$ cat src/rtl/pe_array_seq_ctrl.sv
// pe_array_seq_ctrl: job sequencer for the 16-row bit-fusion PE array and its accumulator.
// Defining PE_CTRL_PERF_EN adds the o_Busy_Cycles / o_Stall_Cycles performance counters.
module pe_array_seq_ctrl #(
  parameter int AW       = 16,
  parameter int KW       = 8,
  parameter int NW       = 10,
  parameter int PIPE_LAT = 2
) (
  input  logic          CLK,
  input  logic          RST,
  input  logic          i_Cmd_Vld,
  output logic          o_Cmd_Rdy,
  input  logic [3:0]    i_Cmd_Prec,
  input  logic [KW-1:0] i_Cmd_K,
  input  logic [NW-1:0] i_Cmd_N,
  input  logic [AW-1:0] i_Cmd_ActBase,
  input  logic          i_Stall,
  input  logic          i_Abort,
  output logic [3:0]    o_Precision,
  output logic          o_Sel_Bias,
  output logic          o_Flush,
  output logic          o_Core_Vld,
  output logic [AW-1:0] o_Act_Addr,
  output logic [KW-1:0] o_Wgt_Addr,
  output logic [NW-1:0] o_Bias_Addr,
  output logic          o_Res_Vld,
  output logic [NW-1:0] o_Res_Idx,
  output logic          o_Busy,
  output logic          o_Job_Done
`ifdef PE_CTRL_PERF_EN
  ,
  output logic [31:0]   o_Busy_Cycles,
  output logic [31:0]   o_Stall_Cycles
`endif
);

  typedef enum logic [1:0] {
    S_IDLE  = 2'd0,
    S_RUN   = 2'd1,
    S_DRAIN = 2'd2,
    S_DONE  = 2'd3
  } state_t;

  state_t                     state_r, state_nx_s;
  logic [KW-1:0]              k_r, chunk_r;
  logic [NW-1:0]              n_r, out_r;
  logic [AW-1:0]              act_next_r;
  logic                       last_r;
  logic [PIPE_LAT-1:0]        dly_vld_r;
  logic [PIPE_LAT-1:0][NW-1:0] dly_idx_r;
  logic [PIPE_LAT:0]          pipe_vld_s;
  logic [PIPE_LAT:0][NW-1:0]  pipe_idx_s;
  logic                       accept_s, issue_s, abort_s, pend_s;
  logic                       end_chunk_s, end_out_s, empty_job_s;

  assign o_Cmd_Rdy   = (state_r == S_IDLE);
  assign o_Busy      = (state_r != S_IDLE);
  assign end_chunk_s = (chunk_r == (k_r - KW'(1)));
  assign end_out_s   = (out_r == (n_r - NW'(1)));
  assign empty_job_s = (i_Cmd_K == {KW{1'b0}}) || (i_Cmd_N == {NW{1'b0}});

  // The registered beat stage is the head of the result delay line; the final
  // stage is excluded from pend_s so DONE lands the cycle after the last result.
  assign pipe_vld_s = {dly_vld_r, last_r};
  assign pipe_idx_s = {dly_idx_r, o_Bias_Addr};
  assign pend_s     = |pipe_vld_s[PIPE_LAT-1:0];
  assign o_Res_Vld  = dly_vld_r[PIPE_LAT-1];
  assign o_Res_Idx  = dly_idx_r[PIPE_LAT-1];

  // Next-state and issue decisions
  always_comb begin
    state_nx_s = state_r;
    accept_s   = 1'b0;
    issue_s    = 1'b0;
    abort_s    = 1'b0;
    case (state_r)
      S_IDLE: begin
        if (i_Cmd_Vld) begin
          accept_s = 1'b1;
          if (empty_job_s) begin
            state_nx_s = S_DONE;
          end else begin
            state_nx_s = S_RUN;
          end
        end else begin
          state_nx_s = S_IDLE;
        end
      end
      S_RUN: begin
        if (i_Abort) begin
          abort_s    = 1'b1;
          state_nx_s = S_IDLE;
        end else if (!i_Stall) begin
          issue_s = 1'b1;
          if (end_chunk_s && end_out_s) begin
            state_nx_s = S_DRAIN;
          end else begin
            state_nx_s = S_RUN;
          end
        end else begin
          state_nx_s = S_RUN;
        end
      end
      S_DRAIN: begin
        if (i_Abort) begin
          abort_s    = 1'b1;
          state_nx_s = S_IDLE;
        end else if (!pend_s) begin
          state_nx_s = S_DONE;
        end else begin
          state_nx_s = S_DRAIN;
        end
      end
      S_DONE: begin
        abort_s    = i_Abort;
        state_nx_s = S_IDLE;
      end
      default: begin
        state_nx_s = S_IDLE;
      end
    endcase
  end

  // State register
  always_ff @(posedge CLK or negedge RST) begin
    if (!RST) begin
      state_r <= S_IDLE;
    end else begin
      state_r <= state_nx_s;
    end
  end

  // Job context and chunk/output counters; act address advances by one per beat
  always_ff @(posedge CLK or negedge RST) begin
    if (!RST) begin
      o_Precision <= 4'd0;
      k_r         <= {KW{1'b0}};
      n_r         <= {NW{1'b0}};
      chunk_r     <= {KW{1'b0}};
      out_r       <= {NW{1'b0}};
      act_next_r  <= {AW{1'b0}};
    end else if (accept_s) begin
      o_Precision <= i_Cmd_Prec;
      k_r         <= i_Cmd_K;
      n_r         <= i_Cmd_N;
      chunk_r     <= {KW{1'b0}};
      out_r       <= {NW{1'b0}};
      act_next_r  <= i_Cmd_ActBase;
    end else if (issue_s) begin
      act_next_r <= act_next_r + AW'(1);
      if (end_chunk_s) begin
        chunk_r <= {KW{1'b0}};
        out_r   <= out_r + NW'(1);
      end else begin
        chunk_r <= chunk_r + KW'(1);
      end
    end
  end

  // Beat outputs to the array and operand buffers
  always_ff @(posedge CLK or negedge RST) begin
    if (!RST) begin
      o_Core_Vld  <= 1'b0;
      o_Sel_Bias  <= 1'b0;
      o_Act_Addr  <= {AW{1'b0}};
      o_Wgt_Addr  <= {KW{1'b0}};
      o_Bias_Addr <= {NW{1'b0}};
      last_r      <= 1'b0;
    end else if (issue_s) begin
      o_Core_Vld  <= 1'b1;
      o_Sel_Bias  <= (chunk_r == {KW{1'b0}});
      o_Act_Addr  <= act_next_r;
      o_Wgt_Addr  <= chunk_r;
      o_Bias_Addr <= out_r;
      last_r      <= end_chunk_s;
    end else begin
      o_Core_Vld  <= 1'b0;
      o_Sel_Bias  <= 1'b0;
      last_r      <= 1'b0;
    end
  end

  // Result delay line, flush and job-done pulses
  always_ff @(posedge CLK or negedge RST) begin
    if (!RST) begin
      o_Flush    <= 1'b0;
      o_Job_Done <= 1'b0;
      dly_vld_r  <= {PIPE_LAT{1'b0}};
      dly_idx_r  <= {(PIPE_LAT*NW){1'b0}};
    end else begin
      o_Flush    <= abort_s;
      o_Job_Done <= (state_nx_s == S_DONE);
      if (abort_s) begin
        dly_vld_r <= {PIPE_LAT{1'b0}};
        dly_idx_r <= {(PIPE_LAT*NW){1'b0}};
      end else begin
        dly_vld_r <= pipe_vld_s[PIPE_LAT-1:0];
        dly_idx_r <= pipe_idx_s[PIPE_LAT-1:0];
      end
    end
  end

`ifdef PE_CTRL_PERF_EN
  // Saturating busy/stall counters, restarted on each accepted command
  always_ff @(posedge CLK or negedge RST) begin
    if (!RST) begin
      o_Busy_Cycles  <= 32'd0;
      o_Stall_Cycles <= 32'd0;
    end else if (accept_s) begin
      o_Busy_Cycles  <= 32'd0;
      o_Stall_Cycles <= 32'd0;
    end else begin
      if (o_Busy && (o_Busy_Cycles != 32'hFFFF_FFFF)) begin
        o_Busy_Cycles <= o_Busy_Cycles + 32'd1;
      end else begin
        o_Busy_Cycles <= o_Busy_Cycles;
      end
      if ((state_r == S_RUN) && i_Stall && (o_Stall_Cycles != 32'hFFFF_FFFF)) begin
        o_Stall_Cycles <= o_Stall_Cycles + 32'd1;
      end else begin
        o_Stall_Cycles <= o_Stall_Cycles;
      end
    end
  end
`endif

endmodule

$ cat config.mk
export PLATFORM = sky130hd
export DESIGN_NAME = pe_array_seq_ctrl
export DESIGN_NICKNAME = d
export VERILOG_FILES = /design/src/rtl/pe_array_seq_ctrl.sv
export SDC_FILE = /design/constraint.sdc
export NUM_CORES = 1
export LEC_CHECK = 0
export ABC_CLOCK_PERIOD_IN_PS = 7050
export BUFFER_PORTS_ARGS = -buffer_cell sky130_fd_sc_hd__buf_2
export CORE_MARGIN = 2
export CORE_UTILIZATION = 60
export DETAILED_ROUTE_END_ITERATION = 8
export GPL_TIMING_DRIVEN = 1
export PLACE_DENSITY = 0.85
export SYNTH_ARGS = -nofsm -noshare
export SYNTH_HDL_FRONTEND = slang
export SYNTH_SLANG_ARGS = --single-unit
export TNS_END_PERCENT = 30
$ cat constraint.sdc
create_clock -name CLK -period 7.05 [get_ports CLK]
set_clock_uncertainty 0.15 [all_clocks]
set_input_delay 0.705 -clock CLK [delete_from_list [all_inputs] [get_ports CLK]]
set_output_delay 0.705 -clock CLK [all_outputs]
set_load 0.02 [all_outputs]
======== Yosys cells after proc, flatten, opt, wreduce, memory -nomap -nowiden ========
Cells that the tools add are included.
W data, S select, Z words.
storage, ports and cells
  bits in writable memories ............... 0
  latch bits .............................. 0
  bits in registers ....................... 119
  output and inout port bits .............. 55
  input bits .............................. 43
  memory bits (read-only) ................. 0
  memories ................................ 0
operators by class
  div/mod/pow operators ................... 0
  equal/unequal tests ..................... 6
  muxes and demuxes ....................... 28
  add/subtract/negate cells ............... 5
  shift-type cells ........................ 0
  reduce and logical (&&, ||, !) cells .... 12
  $mul .................................... 0
  bitwise logic cells ..................... 0
  order comparisons ....................... 0
operators with widths
  cell                     number
  $mux W16                 2
  $mux W10                 3
  $mux W8                  3
  $mux W20                 1
  $add A16 B1 Y16 const B  1
  $logic_not A8 Y1         2
  $mux W2                  7
  $add A10 B1 Y10 const B  1
  $eq A10 B10 Y1           1
  $logic_not A10 Y1        1
  $mux W1                  10
  $sub A10 B1 Y10 const B  1
  $add A8 B1 Y8 const B    1
  $eq A8 B8 Y1             1
  $pmux W2 S4              1
  $sub A8 B1 Y8 const B    1
  $eq A2 B2 Y1 const B     3
  $reduce_bool A2 Y1       3
  $reduce_or A2 Y1         2
  $eq A2 B1 Y1 const B     1
  $logic_not A2 Y1         1
  $pmux W1 S2              1
  $reduce_and A2 Y1        1
  $logic_and A1 B1 Y1      1
  $logic_or A1 B1 Y1       1

======== Longest topological paths before layout ========
Gate-level depths: netlist of the first run.
  depth after elaboration ................. 8
  mapped depth ............................ 12
  gate-level depth less buffers ........... 9

======== Least setup slack after synthesis of the first run ========
Ideal clock, no wire load.
  kind .................................... reg-to-reg
  start ................................... register k_r[0]
  end ..................................... register out_r[7]
  data arrival time ....................... 2402 ps
  setup slack ............................. 4420 ps
  buffers on the path ..................... 2
  stages on the path, launching flop included .. 12
  data required time ...................... 6822 ps
  path through ............................ dfrtp_1 inv_1 ha_1 buf_6 nor2b_1 or3_1 a31oi_1 and3_1 buf_4 nand3_4 or4_1 a21oi_1
between the ends
  longest elaborated chain between the ends .. 4
ends and longest elaborated chain
  item                                 line  text
  start, declared                      45    logic [KW-1:0] k_r, chunk_r;
  start signal, assigned               137   k_r <= {KW{1'b0}};
  start signal, assigned               144   k_r <= i_Cmd_K;
  $sub A8 B1 Y8                        58    assign end_chunk_s = (chunk_r == (k_r - KW'(1)));
  $eq A8 B8 Y1                         58
  $reduce_bool A2 Y1 (no source line)  n/a
  $reduce_and A2 Y1 (no source line)   n/a
  end signal, assigned                 140   out_r <= {NW{1'b0}};
  end signal, assigned                 147   out_r <= {NW{1'b0}};
  end signal, assigned                 153   out_r <= out_r + NW'(1);
  end, declared                        46    logic [NW-1:0] n_r, out_r;
Every way passes these cells.
A chain may end at the register's enable or synchronous reset.

======== Worst setup path in the final report of the first run ========
  start ................................... register state_r[1]
  end ..................................... register act_next_r[15]
between the ends
  longest elaborated chain between the ends .. 3
  elaborated cells on any way between the ends .. 6
  those cells by class .................... 1 x eq/ne; 3 x mux; 2 x reduce/logical
ends and longest elaborated chain
  item                                                                    line  text
  start, declared                                                         44    state_t state_r, state_nx_s;
  start signal, assigned                                                  129   state_r <= state_nx_s;
  $eq A2 B1 Y1 / $logic_not A2 Y1 (equally long branches)                 76    case (state_r)
  $mux W1                                                                 76
  $reduce_bool A2 Y1 (no source line) / $mux W16 (equally long branches)  n/a
  end signal, assigned                                                    141   act_next_r <= {AW{1'b0}};
  end signal, assigned                                                    148   act_next_r <= i_Cmd_ActBase;
  end signal, assigned                                                    150   act_next_r <= act_next_r + AW'(1);
  end, declared                                                           47    logic [AW-1:0] act_next_r;
Parallel ways exist; a longest one is shown, timed or not.

==> metrics.cfg, run 1 <==
[run_status]
status = finished, final reports clean

[floorplan]
ios = 98
dieHeight_um = 100.1
floorplan.core_area_um2 = 9109
num_rows = 35
initial_core_util = 0.6087
dieArea_um2 = 10030
die_w_um = 100.1

[synth]
synth_top_area_frac = 0.5371
ys_ff_latch = 119
synth.distinct_cells = 52
ys_async_sr_fraction = 1.000
syn_area_um2 = 5544
synth.area.top_cells = dfrtp_1 (54%), nand2_1 (13%), xor2_1 (3.0%)
synth_top_cell_by_area = dfrtp_1
ys.flop_type = dfrtp_1
postSynthCellCount = 609
yosysSeqAreaShare = 0.5371
synth_edf_count = 0
yosysWarnings = 0
syn_avg_cell_area_um2 = 9.104
synth_nets = 658

[clock_network]
clk_latency_ns = 0.51
cts_tree = built
cts.sinks = 119
clkTransAtPathRegs_ns = 0.06
cts_buffer_depth = 2
cts_buffers = 17
cts_setup_buffers = 0
hold_buffers = 0
cts_resized = 0
htreeDepth = 4
cts_root_buf = clkbuf_8

[final_layout]
antenna_cells = 0
area_delta_synth_final_pct = 18.84
postLayoutCoreUtil = 0.7234
fin_nets = 734
drive_gt1_frac = 0.1977

[setup_path]
cp_max_fo = 51
r2r_cells = 7
rrSetupSlack_ns = 3.74
endpoint_kind = register
rr_startpoint = state_r[1]
critPathLaunchType = register
critPathKind = reg2reg
cp.required_ns = 7.29
r2r_end = act_next_r[15]
worstPathArrival_ns = 3.55
crit_start = state_r[1]

[routing]
vias = 4627
wl_met3_um = 713
highest_layer = met4
initialDrtViolationCount = 381
antenna_left = 0
dr_wl_met2_um = 6442
routed_wirelength_um = 12830
first_pass_iters = 5
wl_met1_um = 5392
via_per_inst = 5.719
drc_errors = 0
routedWlPerCell_um = 15.85

[run]
maxCapViolCount = 0

[grt]
grt.total_usage = 0.2636
grt_pass1_wl_um = 20870
antenna_found_initial = 0
grt.overflow.total = 0
grt_max_degree = 69
grt_pass1_vias = 4444

[power]
p_sw_uw = 624.7
clkPwrFrac = 0.420
p_leak_nw = 3.359
seqPwrFrac = 0.406
irDropWorstVdd_mv = 0.2287
p_total_mw = 2.114
power_density_nw_per_um2 = 320.8
swShare = 0.2955
internal-power_mw = 1.489
p_comb_frac = 0.175

[timing]
min_period_ns = 3.307
maxSlewHeadroom = 0.2807
max_freq_mhz = 302.4
rsz0062_at_grt = no
setup_tns_ns = 0
fin_crit_sh = 0.4690
setup_viol = 0
fin_hold_ws_ns = 0.1455
slew_viol_final = 0
hold_violations = 0
worst-slew-pin-transition_ns = 1.079

[placement]
dp_hpwl_um = 8242
gp_congestion = 0.8088
port_buffers = 97

[worst_hold_path]
min_path_type = in2async

[metal layers]
layer	track usage	vias to the layer above
li1	-	2171
met1	0.3463	2227
met2	0.4352	196
met3	0.04944	33
met4	0.1054	0
met5	0	-
[power groups by stage]
| stage | logic, mW | registers [mW] | clock network (mW) |
|---|---|---|---|
| after global routing | 0.409 | 0.870 | 0.925 |
| after CTS | 0.370 | 0.856 | 0.892 |
| after detailed placement | 0.364 | 0.865 | 0 |
| after floorplan | 0.208 | 0.895 | 0 |
| after global placement | 0.349 | 0.859 | 0 |
| final | 0.369 | 0.858 | 0.887 |
[through the flow]
stage	area, um2	worst slack [ns]	cells
global route	6589	3.572	809
floorplan	5544	4.420	609
finish	6589	3.743	809
CTS	6589	3.777	809
global placement	5978	3.555	777
detailed placement	5978	3.464	777
[flip-flops by register name (all words and copies together) (netlist names), 2 cells and up]
| register | cells |
|---|---|
| o_Bias_Addr | 10 |
| o_Wgt_Addr | 8 |
| o_Res_Idx | 10 |
| k_r | 8 |
| o_Act_Addr | 16 |
| dly_vld_r | 2 |
| chunk_r | 8 |
| act_next_r | 16 |
| out_r | 10 |
| dly_idx_r | 10 |
| o_Precision | 4 |
| state_r | 2 |
| n_r | 10 |
[cells in the mapped netlist, types with 2 or more instances]
cell	n
dfrtp_1	119
or2_2	2
a211oi_1	2
o31ai_1	4
buf_1	4
a21oi_1	15
o311ai_0	2
o21ai_1	11
ha_1	6
clkbuf_1	24
nor2b_1	4
and2_1	23
buf_2	2
inv_2	2
nor3_1	12
a31oi_1	3
inv_1	14
or4_1	6
and3_1	6
nand4_1	10
nand3_1	16
a21o_1	2
nand2_1	189
nor4_1	5
or3_1	9
mux2i_1	2
nor2_1	16
xnor2_1	16
xor2_1	19
buf_4	11
o21bai_1	3
or2_1	2
o21ai_0	29
[cells by family (layout without fill, tap and decap cells)]
group / Yosys count / in the layout / share of synthesized area
AOI/OAI and AO/OA: 79 / 79 / 0.08395
xor gates and xnor gates: 35 / 35 / 0.05529
adders and majority gates: 6 / 6 / 0.01354
buffers and inverters: 58 / 147 / 0.04852
DFF: 119 / 119 / 0.5371
muxes: 2 / 2 / 0.003611
and+or+nand+nor: 310 / 310 / 0.2580
[worst max path at each step]
stage	end	slack [ns]	depth (start not counted)
floorplan	out_r[7]	4.42	11
global placement	act_next_r[15]	3.56	8
detailed placement	act_next_r[15]	3.46	8
CTS	act_next_r[15]	3.78	7
global route	act_next_r[11]	3.57	9
finish	act_next_r[15]	3.74	7
[worst max-delay path: stages (launching register included)]
cell and delay (ns):
dfrtp_1 0.44, or3b_1 0.43, or2_1 0.22, buf_4 0.29
inv_2 0.60, nor2_1 0.44, a21o_1 0.30, a221o_1 0.31
[cells in the final DEF (no fill, tap or decap), drive strengths merged, types with 2 or more instances in the layout]
master and n:
o21bai 3, o31ai 4, or3 9, nor3 12, nand2 190, dfrtp 119, nor4 6, a211oi 2
nand3 17, o21ai 40, xnor2 16, clkinvlp 3, mux2i 2, a21oi 15, or2 4, buf 99
clkinv 4, and3 6, nor2 16, o311ai 3, bufinv 4, inv 17, nand4 10, clkbuf 20
a21o 2, xor2 19, a31oi 3, or4 6, ha 6, and2 23, nor2b 4
[final cells by class]
| type | instances | area, um2 |
|---|---|---|
| flip-flops and latches | 119 | 2978 |
| fillers | 655 | 2520 |
| multi-input cells | 432 | 2298 |
| repair buffers | 99 | 503.0 |
| clock buffers | 20 | 435.4 |
| clock inverters | 12 | 175.2 |
| well taps | 111 | 138.9 |
| inverters | 16 | 60.06 |
Note: power is estimated with default switching activity, not from simulation.
==> inputs of run 2 (changes only) <==
--- a/config.mk
+++ b/config.mk
@@ -5,13 +5,13 @@
 export SDC_FILE = /design/constraint.sdc
 export NUM_CORES = 1
 export LEC_CHECK = 0
-export ABC_CLOCK_PERIOD_IN_PS = 7050
+export ABC_CLOCK_PERIOD_IN_PS = 2720
 export BUFFER_PORTS_ARGS = -buffer_cell sky130_fd_sc_hd__buf_2
 export CORE_MARGIN = 2
-export CORE_UTILIZATION = 60
+export CORE_UTILIZATION = 50
 export DETAILED_ROUTE_END_ITERATION = 8
 export GPL_TIMING_DRIVEN = 1
-export PLACE_DENSITY = 0.85
+export PLACE_DENSITY = 0.75
 export SYNTH_ARGS = -nofsm -noshare
 export SYNTH_HDL_FRONTEND = slang
 export SYNTH_SLANG_ARGS = --single-unit
==> constraint.sdc (replaced) <==
create_clock -name CLK -period 2.72 [get_ports CLK]
set_clock_uncertainty 0.15 [all_clocks]
set_input_delay 0.272 -clock CLK [delete_from_list [all_inputs] [get_ports CLK]]
set_output_delay 0.272 -clock CLK [all_outputs]
set_load 0.02 [all_outputs]
==> metrics.cfg, run 2 (synthesized netlist as in run 1, its figures left out) <==
[final_layout]
final_cell_area_um2 = 7139  ; was 6589 um2
antenna_cells = 0  ; unchanged
area_delta_synth_final_pct = 28.77  ; was 18.84%
drive_gt1_frac = 0.2037  ; was 0.1977
nFillCells = 854  ; was 655
mostFrequentLayoutCells = nand2_1 (189), dfrtp_1 (119), buf_2 (96), dlygate4sd3_1 (41), o21ai_0 (29)  ; was nand2_1 (189), dfrtp_1 (119), buf_2 (96), o21ai_0 (29), and2_1 (22)
finalNonFillerCells = 891  ; was 809
postLayoutCoreUtil = 0.6586  ; was 0.7234
final_common_cell = nand2_1  ; unchanged
top_regs = act_next_r (16), o_Act_Addr (16)  ; unchanged
fin_nets = 787  ; was 734

[setup_path]
critPathKind = reg2reg  ; unchanged
cp.required_ns = 3.01  ; was 7.29 ns
r2r_cells = 9  ; was 7
cp_max_fo = 10  ; was 51
rr_startpoint = k_r[1]  ; was state_r[1]
slowest_delay_ns = 0.53  ; was 0.60 ns
rrSetupSlack_ns = 0.12  ; was 3.74 ns
r2r_end = out_r[8]  ; was act_next_r[15]
cp_slowest_cell = or4_1  ; was inv_2
worstPathArrival_ns = 2.90  ; was 3.55 ns
critPathLaunchType = register  ; unchanged
endpoint_kind = register  ; unchanged
worstPathCellList = inv_1 > ha_4 > nor2b_1 > or3_1 > a31oi_1 > and3_4 > nand3_4 > or4_1 > a21oi_1  ; was or3b_1 > or2_1 > buf_4 > inv_2 > nor2_1 > a21o_1 > a221o_1

[routing]
initialDrtViolationCount = 346  ; was 381
routedWlPerCell_um = 14.85  ; was 15.85 um
first_pass_iters = 5  ; unchanged
antenna_left = 0  ; unchanged
vias = 4780  ; was 4627
via_per_inst = 5.365  ; was 5.719
drc_errors = 0  ; unchanged
routed_wirelength_um = 13230  ; was 12830 um

[timing]
setup_tns_ns = 0  ; unchanged
slew_viol_final = 0  ; unchanged
fin_crit_sh = 0.9568  ; was 0.4690
fin_hold_ws_ns = 0.02710  ; was 0.1455 ns
min_period_ns = 2.602  ; was 3.307 ns
max_freq_mhz = 384.3  ; was 302.4 MHz
hold_violations = 0  ; unchanged
worst-slew-pin-transition_ns = 0.9833  ; was 1.079 ns
worst_slack_ns = 0.1175  ; was 3.743 ns
setup_viol = 0  ; unchanged
maxSlewHeadroom = 0.3421  ; was 0.2807

[floorplan]
floorplan.core_area_um2 = 10840  ; was 9109 um2
initial_core_util = 0.5114  ; was 0.6087
dieHeight_um = 109.3  ; was 100.1 um
ios = 98  ; unchanged
die_w_um = 109.3  ; was 100.1 um
num_rows = 38  ; was 35
dieArea_um2 = 11950  ; was 10030 um2

[clock_network]
cts_tree = built  ; unchanged
cts.sinks = 119  ; unchanged
htreeDepth = 4  ; unchanged
cts_buffers = 17  ; unchanged
clkTransAtPathRegs_ns = 0.06  ; about the same
clk_latency_ns = 0.53  ; was 0.51 ns
cts_root_buf = clkbuf_8  ; unchanged
cts_buffer_depth = 2  ; unchanged

[placement]
placedCellCount = 817  ; was 777
dp_hpwl_um = 8596  ; was 8242 um
gp_congestion = 0.8834  ; was 0.8088
place_area_um2 = 6110  ; was 5978 um2
port_buffers = 97  ; unchanged
pre_cts_slack_ns = 0.03709  ; was 3.464 ns

[grt]
grt.overflow.total = 0  ; unchanged
grt_pass1_vias = 4689  ; was 4444
grt.total_usage = 0.2365  ; was 0.2636
antenna_found_initial = 0  ; unchanged
grt_pass1_wl_um = 21710  ; was 20870 um
grt_max_degree = 75  ; was 69

[power]
irDropWorstVdd_mv = 0.3701  ; was 0.2287 mV
power_density_nw_per_um2 = 766.5  ; was 320.8 nW/um2
p_leak_nw = 3.592  ; was 3.359 nW
p_total_mw = 5.472  ; was 2.114 mW

[run_status]
status = finished, final reports clean  ; unchanged

[worst_hold_path]
min_path_type = in2async  ; unchanged

[run]
maxCapViolCount = 0  ; unchanged

-- run 2: worst max path at each step --
stage,from,slack (ns),end
finish,k_r[1],0.12,out_r[8]
global route,k_r[1],-0.01,out_r[9]
CTS,k_r[1],0.01,out_r[8]
detailed placement,k_r[1],0.04,out_r[8]
global placement,k_r[1],0.16,out_r[9]
floorplan,k_r[0],0.09,out_r[7]
-- run 2: final cells by class --
type                    instances  area (um2)  area share
flip-flops and latches        119        2978      0.4171
clock buffers                  25       504.2     0.07063
multi-input cells             432        2316      0.3244
repair buffers                152        1016      0.1423
inverters                      16       60.06    0.008412
clock inverters                 7       90.09     0.01262
well taps                     140       175.2     0.02454
-- run 2: per-layer routing --
layer / vias up / track usage / share of wire
li1: 2278 / - / -
met3: 40 / 0.05750 / 0.058
met1: 2278 / 0.2978 / 0.43
met5: - / 0 / 0
met4: 0 / 0.1193 / 0.033
met2: 184 / 0.3820 / 0.48
-- run 2: power by group --
| group | total [mW] | internal, mW | switching, mW |
|---|---|---|---|
| Combinational | 1.04 | 0.424 | 0.617 |
| Clock | 2.22 | 1.44 | 0.774 |
| Sequential | 2.21 | 2.00 | 0.214 |
| Total | 5.47 | 3.87 | 1.61 |
-- run 2: repair_timing --
item	CTS	global route
resized for setup	0	3
buffers inserted	0	1
endpoints found under the hold margin	158	0
hold buffers	41	0
setup endpoints to repair	0	9
-- run 2: worst max-delay path: cells and delay by family, from the launching register on --
kind / cells / cell delay, ns
flops: 1 / 0.40
compound gates: 2 / 0.35
simple gates: 5 / 1.33
fa+ha+maj: 1 / 0.18
buf+inv: 1 / 0.10
==> inputs of run 3 (changes only) <==
--- a/config.mk
+++ b/config.mk
@@ -5,13 +5,15 @@
 export SDC_FILE = /design/constraint.sdc
 export NUM_CORES = 1
 export LEC_CHECK = 0
+export ABC_AREA = 1
 export ABC_CLOCK_PERIOD_IN_PS = 2720
 export BUFFER_PORTS_ARGS = -buffer_cell sky130_fd_sc_hd__buf_2
 export CORE_MARGIN = 2
-export CORE_UTILIZATION = 50
+export CORE_UTILIZATION = 51
 export DETAILED_ROUTE_END_ITERATION = 8
+export GPL_ROUTABILITY_DRIVEN = 0
 export GPL_TIMING_DRIVEN = 1
-export PLACE_DENSITY = 0.75
+export PLACE_DENSITY = 0.77
 export SYNTH_ARGS = -nofsm -noshare
 export SYNTH_HDL_FRONTEND = slang
 export SYNTH_SLANG_ARGS = --single-unit
==> metrics.cfg, run 3 <==
[setup_path]
endpoint = act_next_r[14]  ; was out_r[8]
critPathKind = reg2reg  ; unchanged
cp.required_ns = 3.00  ; was 3.01 ns
r2r_end = act_next_r[14]  ; was out_r[8]
cp_max_fo = 4  ; was 10
crit_start = act_next_r[1]  ; was k_r[1]
r2r_cells = 10  ; was 9
rrSetupSlack_ns = 0.50  ; was 0.12 ns
rr_startpoint = act_next_r[1]  ; was k_r[1]
worstPathArrival_ns = 2.50  ; was 2.90 ns
critPathLaunchType = register  ; unchanged
endpoint_kind = register  ; unchanged

[final_layout]
drive_gt1_frac = 0.2098  ; was 0.2037
top_regs = act_next_r (16), o_Act_Addr (16)  ; unchanged
finalNonFillerCells = 974  ; was 891
fin_nets = 870  ; was 787
antenna_cells = 0  ; unchanged
area_delta_synth_final_pct = 30.18  ; was 28.77%
final_common_cell = nand2_1  ; unchanged
mostFrequentLayoutCells = nand2_1 (153), dfrtp_1 (119), buf_2 (96), inv_1 (95), o21ai_0 (67)  ; was nand2_1 (189), dfrtp_1 (119), buf_2 (96), dlygate4sd3_1 (41), o21ai_0 (29)

[timing]
fin_crit_sh = 0.8165  ; was 0.9568
rsz0062_at_grt = no
setup_tns_ns = 0  ; unchanged
hold_violations = 1  ; was 0
worst-slew-pin-transition_ns = 0.7031  ; was 0.9833 ns
min_period_ns = 2.221  ; was 2.602 ns
maxSlewHeadroom = 0.5295  ; was 0.3421
max_freq_mhz = 450.3  ; was 384.3 MHz
fin_hold_ws_ns = -0.0002481  ; was 0.02710 ns
setup_viol = 0  ; unchanged
slew_viol_final = 0  ; unchanged

[floorplan]
floorplan.core_area_um2 = 10840  ; unchanged
die_w_um = 109.4  ; was 109.3 um
num_rows = 38  ; unchanged
dieHeight_um = 109.4  ; was 109.3 um
initial_core_util = 0.5229  ; was 0.5114
ios = 98  ; unchanged
dieArea_um2 = 11970  ; was 11950 um2

[grt]
grt_pass1_wl_um = 22350  ; was 21710 um
antenna_found_initial = 0  ; unchanged
grt.total_usage = 0.2420  ; was 0.2365
grt_max_degree = 62  ; was 75
grt_pass1_vias = 4703  ; was 4689
grt.overflow.total = 0  ; unchanged

[routing]
first_pass_iters = 8  ; was 5
routed_wirelength_um = 13660  ; was 13230 um
antenna_left = 0  ; unchanged
drc_errors = 0  ; unchanged
routedWlPerCell_um = 14.02  ; was 14.85 um
initialDrtViolationCount = 437  ; was 346
vias = 4958  ; was 4780
via_per_inst = 5.090  ; was 5.365

[clock_network]
cts.sinks = 119  ; unchanged
htreeDepth = 4  ; unchanged
cts_root_buf = clkbuf_8  ; unchanged
cts_tree = built  ; unchanged
clk_latency_ns = 0.53  ; about the same
cts_buffers = 17  ; unchanged
clkTransAtPathRegs_ns = 0.06  ; about the same
cts_buffer_depth = 2  ; unchanged

[placement]
port_buffers = 97  ; unchanged
placedCellCount = 896  ; was 817
dp_hpwl_um = 9082  ; was 8596 um

[power]
irDropWorstVdd_mv = 0.4157  ; was 0.3701 mV
p_total_mw = 6.091  ; was 5.472 mW
p_leak_nw = 3.770  ; was 3.592 nW
power_density_nw_per_um2 = 825.5  ; was 766.5 nW/um2

[synth]
yosysWarnings = 0  ; unchanged
synth_most_common_cell = nand2_1  ; unchanged
synth_top_area_frac = 0.5254  ; was 0.5371
synth_edf_count = 0  ; unchanged
yosysSeqAreaShare = 0.5254  ; was 0.5371
ys.flop_type = dfrtp_1  ; unchanged
syn_area_um2 = 5668  ; was 5544 um2
synth.area.top_cells = dfrtp_1 (53%), nand2_1 (10%), inv_1 (6.5%)  ; was dfrtp_1 (54%), nand2_1 (13%), xor2_1 (3.0%)
ys_async_sr_fraction = 1.000  ; unchanged
synth_nets = 731  ; was 658
synth_common_cells = nand2_1 (154), dfrtp_1 (119), inv_1 (98), o21ai_0 (67), nor2_1 (66)  ; was nand2_1 (189), dfrtp_1 (119), o21ai_0 (29), clkbuf_1 (24), and2_1 (23)
synth.distinct_cells = 33  ; was 52
postSynthCellCount = 682  ; was 609
synth_top_cell_by_area = dfrtp_1  ; unchanged
syn_avg_cell_area_um2 = 8.311  ; was 9.104 um2
ys_ff_latch = 119  ; unchanged

[run_status]
status = finished, violations left  ; was finished, final reports clean
violations = hold timing

[worst_hold_path]
min_path_type = in2reg  ; was in2async

[run]
maxCapViolCount = 0  ; unchanged

[run 3: cell types whose count changed after synthesis, sizes merged, moves of 17 or more]
| cell | change |
|---|---|
| o21ai | +32 |
| nand2 | -33 |
| inv | +88 |
| and2 | -23 |
| nand3 | +17 |
| nor2 | +54 |
[run 3: cells by family after synthesis]
logic type	after synthesis	share of synthesized area
adders and majority gates	6	0.01324
AOI/OAI and AO/OA	107	0.1007
DFF	119	0.5254
xor gates and xnor gates	27	0.04172
buffers and inverters	134	0.09625
and+or+nand+nor	289	0.2227
[run 3: power breakdown]
| part | switching [mW] | internal [mW] |
|---|---|---|
| clock | 0.841 | 1.61 |
| sequential | 0.224 | 2.04 |
| combinational | 0.858 | 0.510 |
| total | 1.92 | 4.17 |
[run 3: worst min path at each step]
stage,from,end,slack [ns],depth (start not counted)
floorplan,RST,act_next_r[0],-0.17,0
global placement,RST,o_Res_Idx[7],0.19,1
detailed placement,RST,o_Res_Idx[8],0.20,1
CTS,i_Stall,last_r,0.03,4
global route,i_Stall,last_r,0.02,4
finish,i_Stall,state_r[0],-0.0002,5
[run 3: layout make-up]
type	count	area, um2
Sequential cell	119	2978
Fill cell	849	3462
Clock buffer	18	427.9
Inverter	104	390.4
Clock inverter	14	221.5
Timing Repair Buffer	150	998.5
Multi-Input combinational cell	429	2187
Tap cell	140	175.2
[run 3: per-layer routing]
metal | part of all wire | GRT usage
met1 | 0.45 | 0.3319
met2 | 0.48 | 0.3770
met3 | 0.059 | 0.06520
met4 | 0.015 | 0.07505
met5 | 0 | 0
[run 3: repair_timing]
| action | CTS | global route |
|---|---|---|
| setup buffers | 0 | 6 |
| endpoints found under the hold margin | 91 | 0 |
| gates resized for setup | 0 | 10 |
| setup endpoints to repair | 0 | 2 |
| hold buffers | 41 | 0 |
[run 3: worst max-delay path: stages (launching register included)]
cell and delay (ns):
dfrtp_1 0.40, ha_1 0.20, nand2_1 0.10, nor2_1 0.15, nand3_1 0.11, nor2_1 0.16, nand2_1 0.15, nor3_1 0.24
xor2_1 0.21, nor2_1 0.08, o22ai_1 0.17
[run 3: stage by stage]
step / setup WS, ns / instance area (um2) / hold slack (ns) / util
2_1_floorplan: 0.7799 / 5668 / -0.1736 / -
3_3_place_gp: 0.6156 / 6243 / 0.1944 / 0.5759
3_5_place_dp: 0.5442 / 6243 / 0.2004 / 0.5759
4_1_cts: 0.07484 / 7303 / 0.02542 / 0.6737
5_1_grt: 0.2813 / 7378 / 0.01688 / 0.6806
6_report: 0.4991 / 7378 / -0.0002481 / 0.6806
